[src/rtl/df_channel_profiler_if.sv]
// Channel tap and query/response bundle for the dataflow channel profiler.
// The master side drives the taps and queries; the profiler is the slave.
interface df_channel_profiler_if #(
    parameter int NUM_CH = 6,
    parameter int CNT_W  = 32
);
    logic [NUM_CH-1:0] ch_wr_en;
    logic [NUM_CH-1:0] ch_rd_en;
    logic [NUM_CH-1:0] ch_wr_block;
    logic [NUM_CH-1:0] ch_rd_block;
    logic              query_valid;
    logic [4:0]        query_ch;
    logic [2:0]        query_field;
    logic              resp_valid;
    logic [CNT_W-1:0]  resp_data;

    modport master (
        output ch_wr_en, ch_rd_en, ch_wr_block, ch_rd_block,
        output query_valid, query_ch, query_field,
        input  resp_valid, resp_data
    );

    modport slave (
        input  ch_wr_en, ch_rd_en, ch_wr_block, ch_rd_block,
        input  query_valid, query_ch, query_field,
        output resp_valid, resp_data
    );
endinterface

[src/rtl/df_channel_profiler.sv]
// Dataflow channel profiler: per-channel occupancy, blocking and transfer
// statistics plus global stall detection, read back through a registered query port.
module df_channel_profiler #(
    parameter int NUM_CH    = 6,
    parameter int DEPTH_W   = 8,
    parameter int CNT_W     = 32,
    parameter int TIMEOUT_W = 16
) (
    input  logic                 clock,
    input  logic                 reset,
    input  logic                 start,
    input  logic                 finish,
    input  logic [TIMEOUT_W-1:0] stall_timeout,
    df_channel_profiler_if.slave bus,
    output logic [1:0]           state,
    output logic                 deadlock,
    output logic [4:0]           deadlock_ch,
    output logic                 err_any
);
    localparam int IDX_W = (NUM_CH > 1) ? $clog2(NUM_CH) : 1;

    typedef enum logic [1:0] {IDLE = 2'd0, RUN = 2'd1, DONE = 2'd2} state_t;

    state_t               st, st_nxt;
    logic                 clear, run, declare;
    logic                 progress, blocked, stalled;
    logic [4:0]           low_ch;
    logic [TIMEOUT_W-1:0] stall_cnt, stall_nxt;

    logic [DEPTH_W-1:0]   occ        [NUM_CH];
    logic [DEPTH_W-1:0]   occ_nxt    [NUM_CH];
    logic [DEPTH_W-1:0]   max_occ    [NUM_CH];
    logic [CNT_W-1:0]     rd_blk_cnt [NUM_CH];
    logic [CNT_W-1:0]     wr_blk_cnt [NUM_CH];
    logic [CNT_W-1:0]     wr_cnt     [NUM_CH];
    logic [CNT_W-1:0]     rd_cnt     [NUM_CH];
    logic [CNT_W-1:0]     run_cycles;
    logic [NUM_CH-1:0]    udf, ovf, udf_set, ovf_set;

    logic [IDX_W-1:0]     qi;
    logic [CNT_W-1:0]     qdata;
    logic                 resp_vld_p1;
    logic [CNT_W-1:0]     resp_data_p1;

    function automatic logic [CNT_W-1:0] sat_cnt(input logic [CNT_W-1:0] v);
        return (&v) ? v : v + CNT_W'(1);
    endfunction

    function automatic logic [TIMEOUT_W-1:0] sat_tmo(input logic [TIMEOUT_W-1:0] v);
        return (&v) ? v : v + TIMEOUT_W'(1);
    endfunction

    always_ff @(posedge clock) begin
        if (!reset) st <= IDLE;
        else        st <= st_nxt;
    end

    always_comb begin
        st_nxt = st;
        clear  = 1'b0;
        case (st)
            IDLE: if (start) begin st_nxt = RUN; clear = 1'b1; end
            RUN:  if (finish || declare) st_nxt = DONE;
            DONE: if (start) begin st_nxt = RUN; clear = 1'b1; end
            default: st_nxt = IDLE;
        endcase
    end

    assign run   = (st == RUN);
    assign state = st;

    // A stall is a cycle with some channel blocked and no channel moving data.
    assign progress  = |(bus.ch_wr_en | bus.ch_rd_en);
    assign blocked   = |(bus.ch_wr_block | bus.ch_rd_block);
    assign stalled   = blocked && !progress;
    assign stall_nxt = stalled ? sat_tmo(stall_cnt) : '0;
    assign declare   = run && stalled && (stall_timeout != '0) && (stall_nxt == stall_timeout);

    always_comb begin
        low_ch = '0;
        for (int i = NUM_CH - 1; i >= 0; i--)
            if (bus.ch_wr_block[i] || bus.ch_rd_block[i]) low_ch = 5'(i);
    end

    always_comb begin
        udf_set = '0;
        ovf_set = '0;
        for (int i = 0; i < NUM_CH; i++) begin
            occ_nxt[i] = occ[i];
            if (bus.ch_wr_en[i] && !bus.ch_rd_en[i]) begin
                if (&occ[i]) ovf_set[i] = 1'b1;
                else         occ_nxt[i] = occ[i] + DEPTH_W'(1);
            end else if (!bus.ch_wr_en[i] && bus.ch_rd_en[i]) begin
                if (occ[i] == '0) udf_set[i] = 1'b1;
                else              occ_nxt[i] = occ[i] - DEPTH_W'(1);
            end
        end
    end

    always_ff @(posedge clock) begin
        if (!reset || clear) begin
            for (int i = 0; i < NUM_CH; i++) begin
                occ[i]        <= '0;
                max_occ[i]    <= '0;
                rd_blk_cnt[i] <= '0;
                wr_blk_cnt[i] <= '0;
                wr_cnt[i]     <= '0;
                rd_cnt[i]     <= '0;
            end
            udf         <= '0;
            ovf         <= '0;
            run_cycles  <= '0;
            stall_cnt   <= '0;
            deadlock    <= 1'b0;
            deadlock_ch <= '0;
            err_any     <= 1'b0;
        end else begin
            err_any <= |(udf | ovf);
            if (run) begin
                for (int i = 0; i < NUM_CH; i++) begin
                    occ[i] <= occ_nxt[i];
                    if (occ_nxt[i] > max_occ[i]) max_occ[i] <= occ_nxt[i];
                    if (bus.ch_rd_block[i]) rd_blk_cnt[i] <= sat_cnt(rd_blk_cnt[i]);
                    if (bus.ch_wr_block[i]) wr_blk_cnt[i] <= sat_cnt(wr_blk_cnt[i]);
                    if (bus.ch_wr_en[i])    wr_cnt[i]     <= sat_cnt(wr_cnt[i]);
                    if (bus.ch_rd_en[i])    rd_cnt[i]     <= sat_cnt(rd_cnt[i]);
                end
                udf        <= udf | udf_set;
                ovf        <= ovf | ovf_set;
                run_cycles <= sat_cnt(run_cycles);
                stall_cnt  <= stall_nxt;
                if (declare) begin
                    deadlock    <= 1'b1;
                    deadlock_ch <= low_ch;
                end
            end
        end
    end

    always_comb begin
        qi    = bus.query_ch[IDX_W-1:0];
        qdata = '0;
        if (int'(bus.query_ch) < NUM_CH) begin
            case (bus.query_field)
                3'd0: qdata = CNT_W'(occ[qi]);
                3'd1: qdata = CNT_W'(max_occ[qi]);
                3'd2: qdata = rd_blk_cnt[qi];
                3'd3: qdata = wr_blk_cnt[qi];
                3'd4: qdata = wr_cnt[qi];
                3'd5: qdata = rd_cnt[qi];
                3'd6: qdata = CNT_W'({deadlock, ovf[qi], udf[qi]});
                3'd7: qdata = run_cycles;
            endcase
        end
    end

    // Response stage: answers reflect the statistics before this edge's update.
    always_ff @(posedge clock) begin
        if (!reset) begin
            resp_vld_p1  <= 1'b0;
            resp_data_p1 <= '0;
        end else begin
            resp_vld_p1 <= bus.query_valid;
            if (bus.query_valid) resp_data_p1 <= qdata;
        end
    end

    assign bus.resp_valid = resp_vld_p1;
    assign bus.resp_data  = resp_data_p1;
endmodule
[src/flat_wrapper.sv]
// flat-port wrapper written by rule: the top's interface ports become plain ports
module df_channel_profiler_flat 
#(
    parameter int NUM_CH    = 6,
    parameter int DEPTH_W   = 8,
    parameter int CNT_W     = 32,
    parameter int TIMEOUT_W = 16
)
  (clock, reset, start, finish, stall_timeout, state, deadlock, deadlock_ch, err_any, bus_ch_wr_en, bus_ch_rd_en, bus_ch_wr_block, bus_ch_rd_block, bus_query_valid, bus_query_ch, bus_query_field, bus_resp_valid, bus_resp_data);
  df_channel_profiler_if #(.NUM_CH(NUM_CH), .CNT_W(CNT_W)) bus_i ();
  input  logic clock;
  input  logic reset;
  input  logic start;
  input  logic finish;
  input  logic [TIMEOUT_W-1:0] stall_timeout;
  output logic [1:0] state;
  output logic deadlock;
  output logic [4:0] deadlock_ch;
  output logic err_any;
  input wire logic [$bits(bus_i.ch_wr_en)-1:0] bus_ch_wr_en;
  input wire logic [$bits(bus_i.ch_rd_en)-1:0] bus_ch_rd_en;
  input wire logic [$bits(bus_i.ch_wr_block)-1:0] bus_ch_wr_block;
  input wire logic [$bits(bus_i.ch_rd_block)-1:0] bus_ch_rd_block;
  input wire logic [$bits(bus_i.query_valid)-1:0] bus_query_valid;
  input wire logic [$bits(bus_i.query_ch)-1:0] bus_query_ch;
  input wire logic [$bits(bus_i.query_field)-1:0] bus_query_field;
  output wire logic [$bits(bus_i.resp_valid)-1:0] bus_resp_valid;
  output wire logic [$bits(bus_i.resp_data)-1:0] bus_resp_data;
  assign bus_i.ch_wr_en = bus_ch_wr_en;
  assign bus_i.ch_rd_en = bus_ch_rd_en;
  assign bus_i.ch_wr_block = bus_ch_wr_block;
  assign bus_i.ch_rd_block = bus_ch_rd_block;
  assign bus_i.query_valid = bus_query_valid;
  assign bus_i.query_ch = bus_query_ch;
  assign bus_i.query_field = bus_query_field;
  assign bus_resp_valid = bus_i.resp_valid;
  assign bus_resp_data = bus_i.resp_data;
  df_channel_profiler #(.NUM_CH(NUM_CH), .DEPTH_W(DEPTH_W), .CNT_W(CNT_W), .TIMEOUT_W(TIMEOUT_W)) u_core (.clock(clock), .reset(reset), .start(start), .finish(finish), .stall_timeout(stall_timeout), .bus(bus_i), .state(state), .deadlock(deadlock), .deadlock_ch(deadlock_ch), .err_any(err_any));
endmodule
[config.mk]
export PLATFORM = sky130hd
export DESIGN_NAME = df_channel_profiler_flat
export DESIGN_NICKNAME = d
export VERILOG_FILES = /design/src/rtl/df_channel_profiler_if.sv /design/src/rtl/df_channel_profiler.sv /design/src/flat_wrapper.sv
export SDC_FILE = /design/constraint.sdc
export NUM_CORES = 2
export LEC_CHECK = 0
export ABC_CLOCK_PERIOD_IN_PS = 10500
export CAP_MARGIN = 20
export CELL_PAD_IN_SITES_DETAIL_PLACEMENT = 0
export CELL_PAD_IN_SITES_GLOBAL_PLACEMENT = 1
export CORE_ASPECT_RATIO = 0.75
export CORE_MARGIN = 8
export CORE_UTILIZATION = 40
export CTS_CLUSTER_DIAMETER = 120
export DETAILED_ROUTE_END_ITERATION = 7
export GPL_TIMING_DRIVEN = 0
export HOLD_SLACK_MARGIN = 0.08
export PLACE_DENSITY_LB_ADDON = 0.1
export SLEW_MARGIN = 10
export SYNTH_ARGS = -nofsm -noshare
export SYNTH_HDL_FRONTEND = slang
export SYNTH_SLANG_ARGS = --single-unit
[constraint.sdc]
create_clock -name clock -period 10.5 [get_ports clock]
set_input_delay 1.05 -clock clock [delete_from_list [all_inputs] [get_ports clock]]
set_output_delay 1.05 -clock clock [all_outputs]
set_load 0.005 [all_outputs]
=== Word level (Yosys, flattened, before mapping) ===
Memories as Yosys holds them, arrays and structs flattened.
Index checks and enable logic that the tools add are counted.

* Register bits: 102
* Memory bits (writable): 864
* Bits of input ports: 53
* Output and inout port bits: 42
* Word-level logic and storage cells: 460
* Memories kept: 6

{| class="wikitable"
|+ Memories
! name !! words !! bits a word !! read ports !! clocked after memory_dff !! wr ports !! RTL line !! text
|-
| u_core.rd_blk_cnt || 6 || 32 || 7 || 0 || 6 || df_channel_profiler.sv:33 || <nowiki>logic [CNT_W-1:0] rd_blk_cnt [NUM_CH];</nowiki>
|-
| u_core.rd_cnt || 6 || 32 || 7 || 0 || 6 || df_channel_profiler.sv:36 || <nowiki>logic [CNT_W-1:0] rd_cnt [NUM_CH];</nowiki>
|-
| u_core.wr_blk_cnt || 6 || 32 || 7 || 0 || 6 || df_channel_profiler.sv:34 || <nowiki>logic [CNT_W-1:0] wr_blk_cnt [NUM_CH];</nowiki>
|-
| u_core.wr_cnt || 6 || 32 || 7 || 0 || 6 || df_channel_profiler.sv:35 || <nowiki>logic [CNT_W-1:0] wr_cnt [NUM_CH];</nowiki>
|-
| u_core.max_occ || 6 || 8 || 7 || 0 || 6 || df_channel_profiler.sv:32 || <nowiki>logic [DEPTH_W-1:0] max_occ [NUM_CH];</nowiki>
|-
| u_core.occ || 6 || 8 || 7 || 0 || 6 || df_channel_profiler.sv:30 || <nowiki>logic [DEPTH_W-1:0] occ [NUM_CH];</nowiki>
|}

* Add/subtract/negate cells: 38
* Magnitude comparators: 8
* Equal/unequal tests: 12
* Mux-type cells: 258
* Bitwise logic cells: 42
* Reductions and logical operators: 86

{| class="wikitable"
|+ Operators with widths
! operator !! number
|-
| 32-bit 2-to-1 mux || 49
|-
| 32-bit by 1-bit adder with 32-bit output, second input constant || 25
|-
| 32-bit AND reduction || 25
|-
| 8-bit 2-to-1 mux || 36
|-
| 32-bit one-hot mux with 8 select lines || 1
|-
| 1-bit 2-to-1 mux || 159
|-
| 8-bit by 1-bit adder with 8-bit output, second input constant || 6
|-
| 8-bit > comparator || 6
|-
| 8-bit logical NOT || 6
|-
| 8-bit AND reduction || 6
|-
| 8-bit by 1-bit subtractor with 8-bit output, second input constant || 6
|-
| 1-bit OR || 36
|-
| 16-bit 2-to-1 mux || 2
|-
| 6-bit OR || 5
|-
| 3-bit 2-to-1 mux || 6
|-
| 6-bit OR reduction || 3
|-
| 16-bit by 1-bit adder with 16-bit output, second input constant || 1
|-
| 16-bit equality test || 1
|-
| 1-bit logical AND || 16
|-
| 16-bit AND reduction || 1
|-
| 16-bit nonzero test || 1
|-
| 1-bit logical NOT || 14
|-
| 3-bit equality test, second input constant || 4
|-
| 1-bit logical OR || 8
|-
| 16 further kinds || 21
|}

=== Logic depth before layout (Yosys ltp) ===
An unclocked memory read counts as a cell.

* Word-level depth: 11
* Depth in mapped cells: 17
* Mapped depth without buffers: 17

=== Worst setup path before layout ===
No wires, ideal clock.

* Path type: input port to flip-flop
* From: input reset
* To: memory u_core.wr_cnt[5][0], enable pin
* Library setup time: 466 ps
* Data arrival time: 3,983 ps
* Data required time: 10,034 ps
* Slack: 6,052 ps
* Stages: 4
* Path buffers: 1
* Cell sequence: and2_0 -> clkbuf_1 -> nand2_1 -> o21ai_0

{| class="wikitable"
|+ RTL lines
! what !! RTL line !! text
|-
| start: declaration || flat_wrapper.sv:12 || <nowiki>input logic reset;</nowiki>
|-
| end: declaration || df_channel_profiler.sv:35 ||
|}

=== Worst setup path after layout ===
* From: input bus_query_ch[0]
* To: register u_core.resp_data_p1[23] (netlist: u_core.bus.resp_data[23])

* Longest elaborated chain between the ends: 3
* Elaborated cells between the ends (all ways): 7
* Classes of those cells: order compare: 1; mux: 2; memory: 4

{| class="wikitable"
|+ Ends and longest elaborated chain
! what !! RTL line !! text
|-
| start: declaration || flat_wrapper.sv:25 || <nowiki>input wire logic [$bits(bus_i.query_ch)-1:0] bus_query_ch;</nowiki>
|-
| memory read 6 x 32 bit (on tied branches) || - ||
|-
| 32-bit one-hot mux with 8 select lines || df_channel_profiler.sv:144 || <nowiki>case (bus.query_field)</nowiki>
|-
| 32-bit 2-to-1 mux (*) || df_channel_profiler.sv:143 || <nowiki>if (int'(bus.query_ch) < NUM_CH) begin</nowiki>
|-
| end signal: assignment || df_channel_profiler.sv:164 || <nowiki>if (bus.query_valid) resp_data_p1 <= qdata;</nowiki>
|-
| end: declaration || df_channel_profiler.sv:43 || <nowiki>logic [CNT_W-1:0] resp_data_p1;</nowiki>
|}

Every way passes the cells marked *; elsewhere a longest branch is shown, timed or not.
A chain may end at the register's enable or synchronous reset.

==> results.md <==
- Sequential share of the synthesized area: 48.0%
- Final Hold Viols: 0
- Worst-skew pair later-pin latency: 0.75 ns
- Clock Power Share: 38.8%
- Pleak: 22.4 nW
- Area leader, netlist: edfxtp_1
- RSZ-0062 raised after global routing: false
- Final wirelength: 208,000 um
- CTS tree: done
- CTS Hold Bufs: 0
- Synth cell types: 78
- Skew final: 0.0373 ns
- Psw: 2.79 mW
- PnR worst setup slack: 5.57 ns
- Final non-filler cell total: 8,002
- Adder-cell share of the synthesized area: 1.93%
- CTS-repair resized insts: 0
- P_int: 7.07 mW
- R2r endpoint: u_core.wr_blk_cnt[1][30]
- First-pass GRT wire length: 302,000 um
- Main combinational cell family by area after synthesis: simple AND/OR/NAND/NOR gates
- Max frequency: 0.203 GHz
- Tcrit/Tclk final: 47.0%
- Simple-gate share of the synthesized area: 21.0%
- Final RePlAce weighted congestion: 0.950
- Global route overflow: 0
- Ranking of synthesized cells by area: edfxtp_1, xor2_1, nor2_1, mux4_2, dfxtp_1
- Setup Buffers After CTS: 0
- Switching share of power: 28.3%
- Final Util: 45.6%
- Worst Setup End Kind: register
- Worst Hold Class: register to register
- Chip Height: 346 um
- Setup TNS: 0 ns
- Synth Flop Type: edfxtp_1
- Initial Utilization: 40.2%
- Largest net degree at the start of global routing: 55
- Ys Warns: 0
- H-Tree Depth: 3
- Flops & latches, synth: 964
- Core area: 145,000 um2
- Setup crit start: bus_query_ch[0]
- Initial antenna violation count: 10
- Via density: 5.83
- R2R depth: 7
- Max Root-Sink Buffers: 3
- Cell Area, Synth: 58,200 um2
- DR DRC count: 0
- Routed Antenna Nets: 0
- HPWL Detailed: 162,000 um
- Routed length per instance: 26.0 um
- Cells after DPL: 7,790
- Reg2reg start: u_core.state[0]
- DR iter-0 viols: 5,171
- Clk slew on worst S/H paths: 0.06 ns
- Post-synthesis mux area share: 8.27%
- Status: complete, no violations
- Sequential share of power: 48.7%
- Final Critical Period: 4.93 ns
- # clock sinks: 964
- Number of max-cap violations: 0
- Slew HR: 15.0%
- Compound-Gate Fraction of Synth Area: 8.00%
- Total track usage: 25.4%
- Clk root buf: clkbuf_16
- Critical Path Fanout Max: 10
- Die Area: 158,000 um2
- Worst hold margin: 0.459 ns
- DR vias: 46.6k
- Final max-slew violation count: 0
- P&R area growth vs syn: 13.4%
- Design area: 66,000 um2
- Layout cell share with drive strength beyond 1: 7.09%
- TritonCTS buffer count: 108
- Drt pass-1 iters: 6
- Actual slew at the worst max-slew pin: 1.26 ns
- Async SR Flop Fraction: 0%
- Final net count: 6,146
- Mapped Cells: 5,762
- Worst slack at placement: 4.90 ns
- Comb pwr share: 12.5%
- Avg Cell Area, Syn: 10.1 um2
- Reg-to-reg slack, setup: 5.79 ns
- FILL cells: 13.7k
- Io pins: 95
- Post-synth top area share: 44.5%
- CP Capture Point: u_core.bus.resp_data[23]
- Crit Path Category: primary input to register
- Max VDD drop: 0.116 mV
- Vias in the first global route: 43.1k
- Power Density: 149 nW/um2
- Setup Viol. Count Final: 0
- Req. time, crit path: 11.14 ns
- Cell row count: 121
- Synth Area in XOR/XNOR: 10.2%
- PortBufs: 86
- Placed instance area: 62,500 um2
- Total power: 9.85 mW
- CP Data Arrival Time: 5.57 ns
- Post-synth EDFFs: 864
- Startpoint types: primary input
- Die width: 457 um
-- cell families (layout without fill, tap and decap cells) --
family,Yosys count,in the layout
and+or+nand+nor,2576,2576
DFF,964,964
AOI/OAI and AO/OA,764,764
xor gates and xnor gates,676,676
buffers and inverters,394,722
muxes,297,297
adders and majority gates,90,90
other,1,7
-- flip-flops by register name, summed over array words and instances, names as in the netlist --
name,cells
u_core.bus.resp_data,32
u_core.bus.resp_valid,1
u_core.deadlock,1
u_core.deadlock_ch,3
u_core.err_any,1
u_core.max_occ,48
u_core.occ,48
u_core.ovf,6
u_core.rd_blk_cnt,192
u_core.rd_cnt,192
u_core.run_cycles,32
u_core.stall_cnt,16
u_core.state,2
u_core.udf,6
u_core.wr_blk_cnt,192
u_core.wr_cnt,192
-- per-layer routing --
| metal | track usage, % | vias to the layer above | routed length (um) |
|---|---|---|---|
| met5 | 0 | - | 0 |
| met4 | 8.23 | 0 | 7860 |
| met3 | 4.95 | 302 | 16300 |
| met2 | 36.0 | 1702 | 85400 |
| met1 | 38.7 | 23100 | 98900 |
| li1 | - | 21500 | - |
-- cell usage after synthesis, drive strengths merged (4+ instances only) --
library cell    n
mux2i         147
o22ai          60
a211o           4
nor2b          31
buf            84
o211ai         22
nor2          988
o2bb2ai        28
edfxtp        864
nand2         492
nor4           38
and3          169
a221o           4
o21a            4
and4           74
nand3         289
nor3           74
mux4          146
mux2            4
dfxtp         100
xnor2         203
or2            12
or3           111
and2           74
a211oi         18
a21oi         203
a221oi         29
clkbuf        163
o211a           9
xor2          473
o21ai         264
or4            13
a22o           32
o41ai           7
a31oi          27
nand4         163
ha             90
inv           146
o31ai           9
nand2b         39
a21o           17
o221ai          5
-- worst min path at each step --
| stage | from | end | slack, ns | cells after the start |
|---|---|---|---|---|
| 5_1_grt | u_core.bus.resp_data[3] | u_core.bus.resp_data[3] | 0.48 | 2 |
| 4_1_cts | u_core.deadlock_ch[2] | u_core.deadlock_ch[2] | 0.46 | 2 |
| 3_3_place_gp | u_core.deadlock_ch[0] | u_core.deadlock_ch[0] | 0.45 | 2 |
| 3_5_place_dp | u_core.deadlock_ch[2] | u_core.deadlock_ch[2] | 0.45 | 2 |
| 6_report | u_core.deadlock_ch[2] | u_core.deadlock_ch[2] | 0.46 | 2 |
| 2_1_floorplan | u_core.udf[2] | u_core.udf[2] | 0.45 | 2 |
-- cell usage in the layout (no fill, tap or decap), drive strengths merged, types with 17 or more instances in the layout --
master / netlist / final
xnor2: 203 / 203
and3: 169 / 169
nor4: 38 / 38
a31oi: 27 / 27
a21oi: 203 / 203
o21ai: 264 / 264
nand2: 492 / 492
nor2b: 31 / 31
a22o: 32 / 32
edfxtp: 864 / 864
o22ai: 60 / 60
ha: 90 / 90
clkbuf: 163 / 320
xor2: 473 / 473
nor2: 988 / 988
o211ai: 22 / 22
buf: 84 / 126
or3: 111 / 111
clkdlybuf4s50: 0 / 86
and2: 74 / 74
clkinv: 1 / 40
dfxtp: 100 / 100
a211oi: 18 / 18
and4: 74 / 74
nand4: 163 / 163
a21o: 17 / 17
nand3: 289 / 289
o2bb2ai: 28 / 28
nand2b: 39 / 39
inv: 146 / 146
mux4: 146 / 146
a221oi: 29 / 29
nor3: 74 / 74
mux2i: 147 / 147
-- power by group through the flow --
stage                     clock [mW]  combinational [mW]  sequential [mW]
final                           3.82                1.23             4.80
after global routing            4.02                1.32             4.84
after CTS                       3.89                1.22             4.79
after detailed placement           0                1.21             4.87
after global placement             0                1.15             4.90
after floorplan                    0               0.732             4.75
-- critical path: stages --
cell and delay (ns):
buf_2 0.30, buf_2 0.38, buf_2 0.49, buf_2 0.70, buf_2 0.44, mux2i_1 0.36
o22ai_1 0.15, o21ai_0 0.99, o21ai_0 0.20, a21oi_1 0.21, o2bb2ai_1 0.08, and2_1 0.16
-- cell type report --
class	instances	area, um2	area share [%]
Inverter	147	554	0.839
Clock buffer	155	3120	4.72
Buffer	247	992	1.50
Multi-Input combinational cell	4405	29000	44.0
Antenna cell	5	12.5	0.0189
Tap cell	1906	2380	3.61
Clock inverter	43	323	0.489
Timing Repair Buffer	130	1680	2.54
Sequential cell	964	27900	42.3
(Power assumes the default switching activity.)
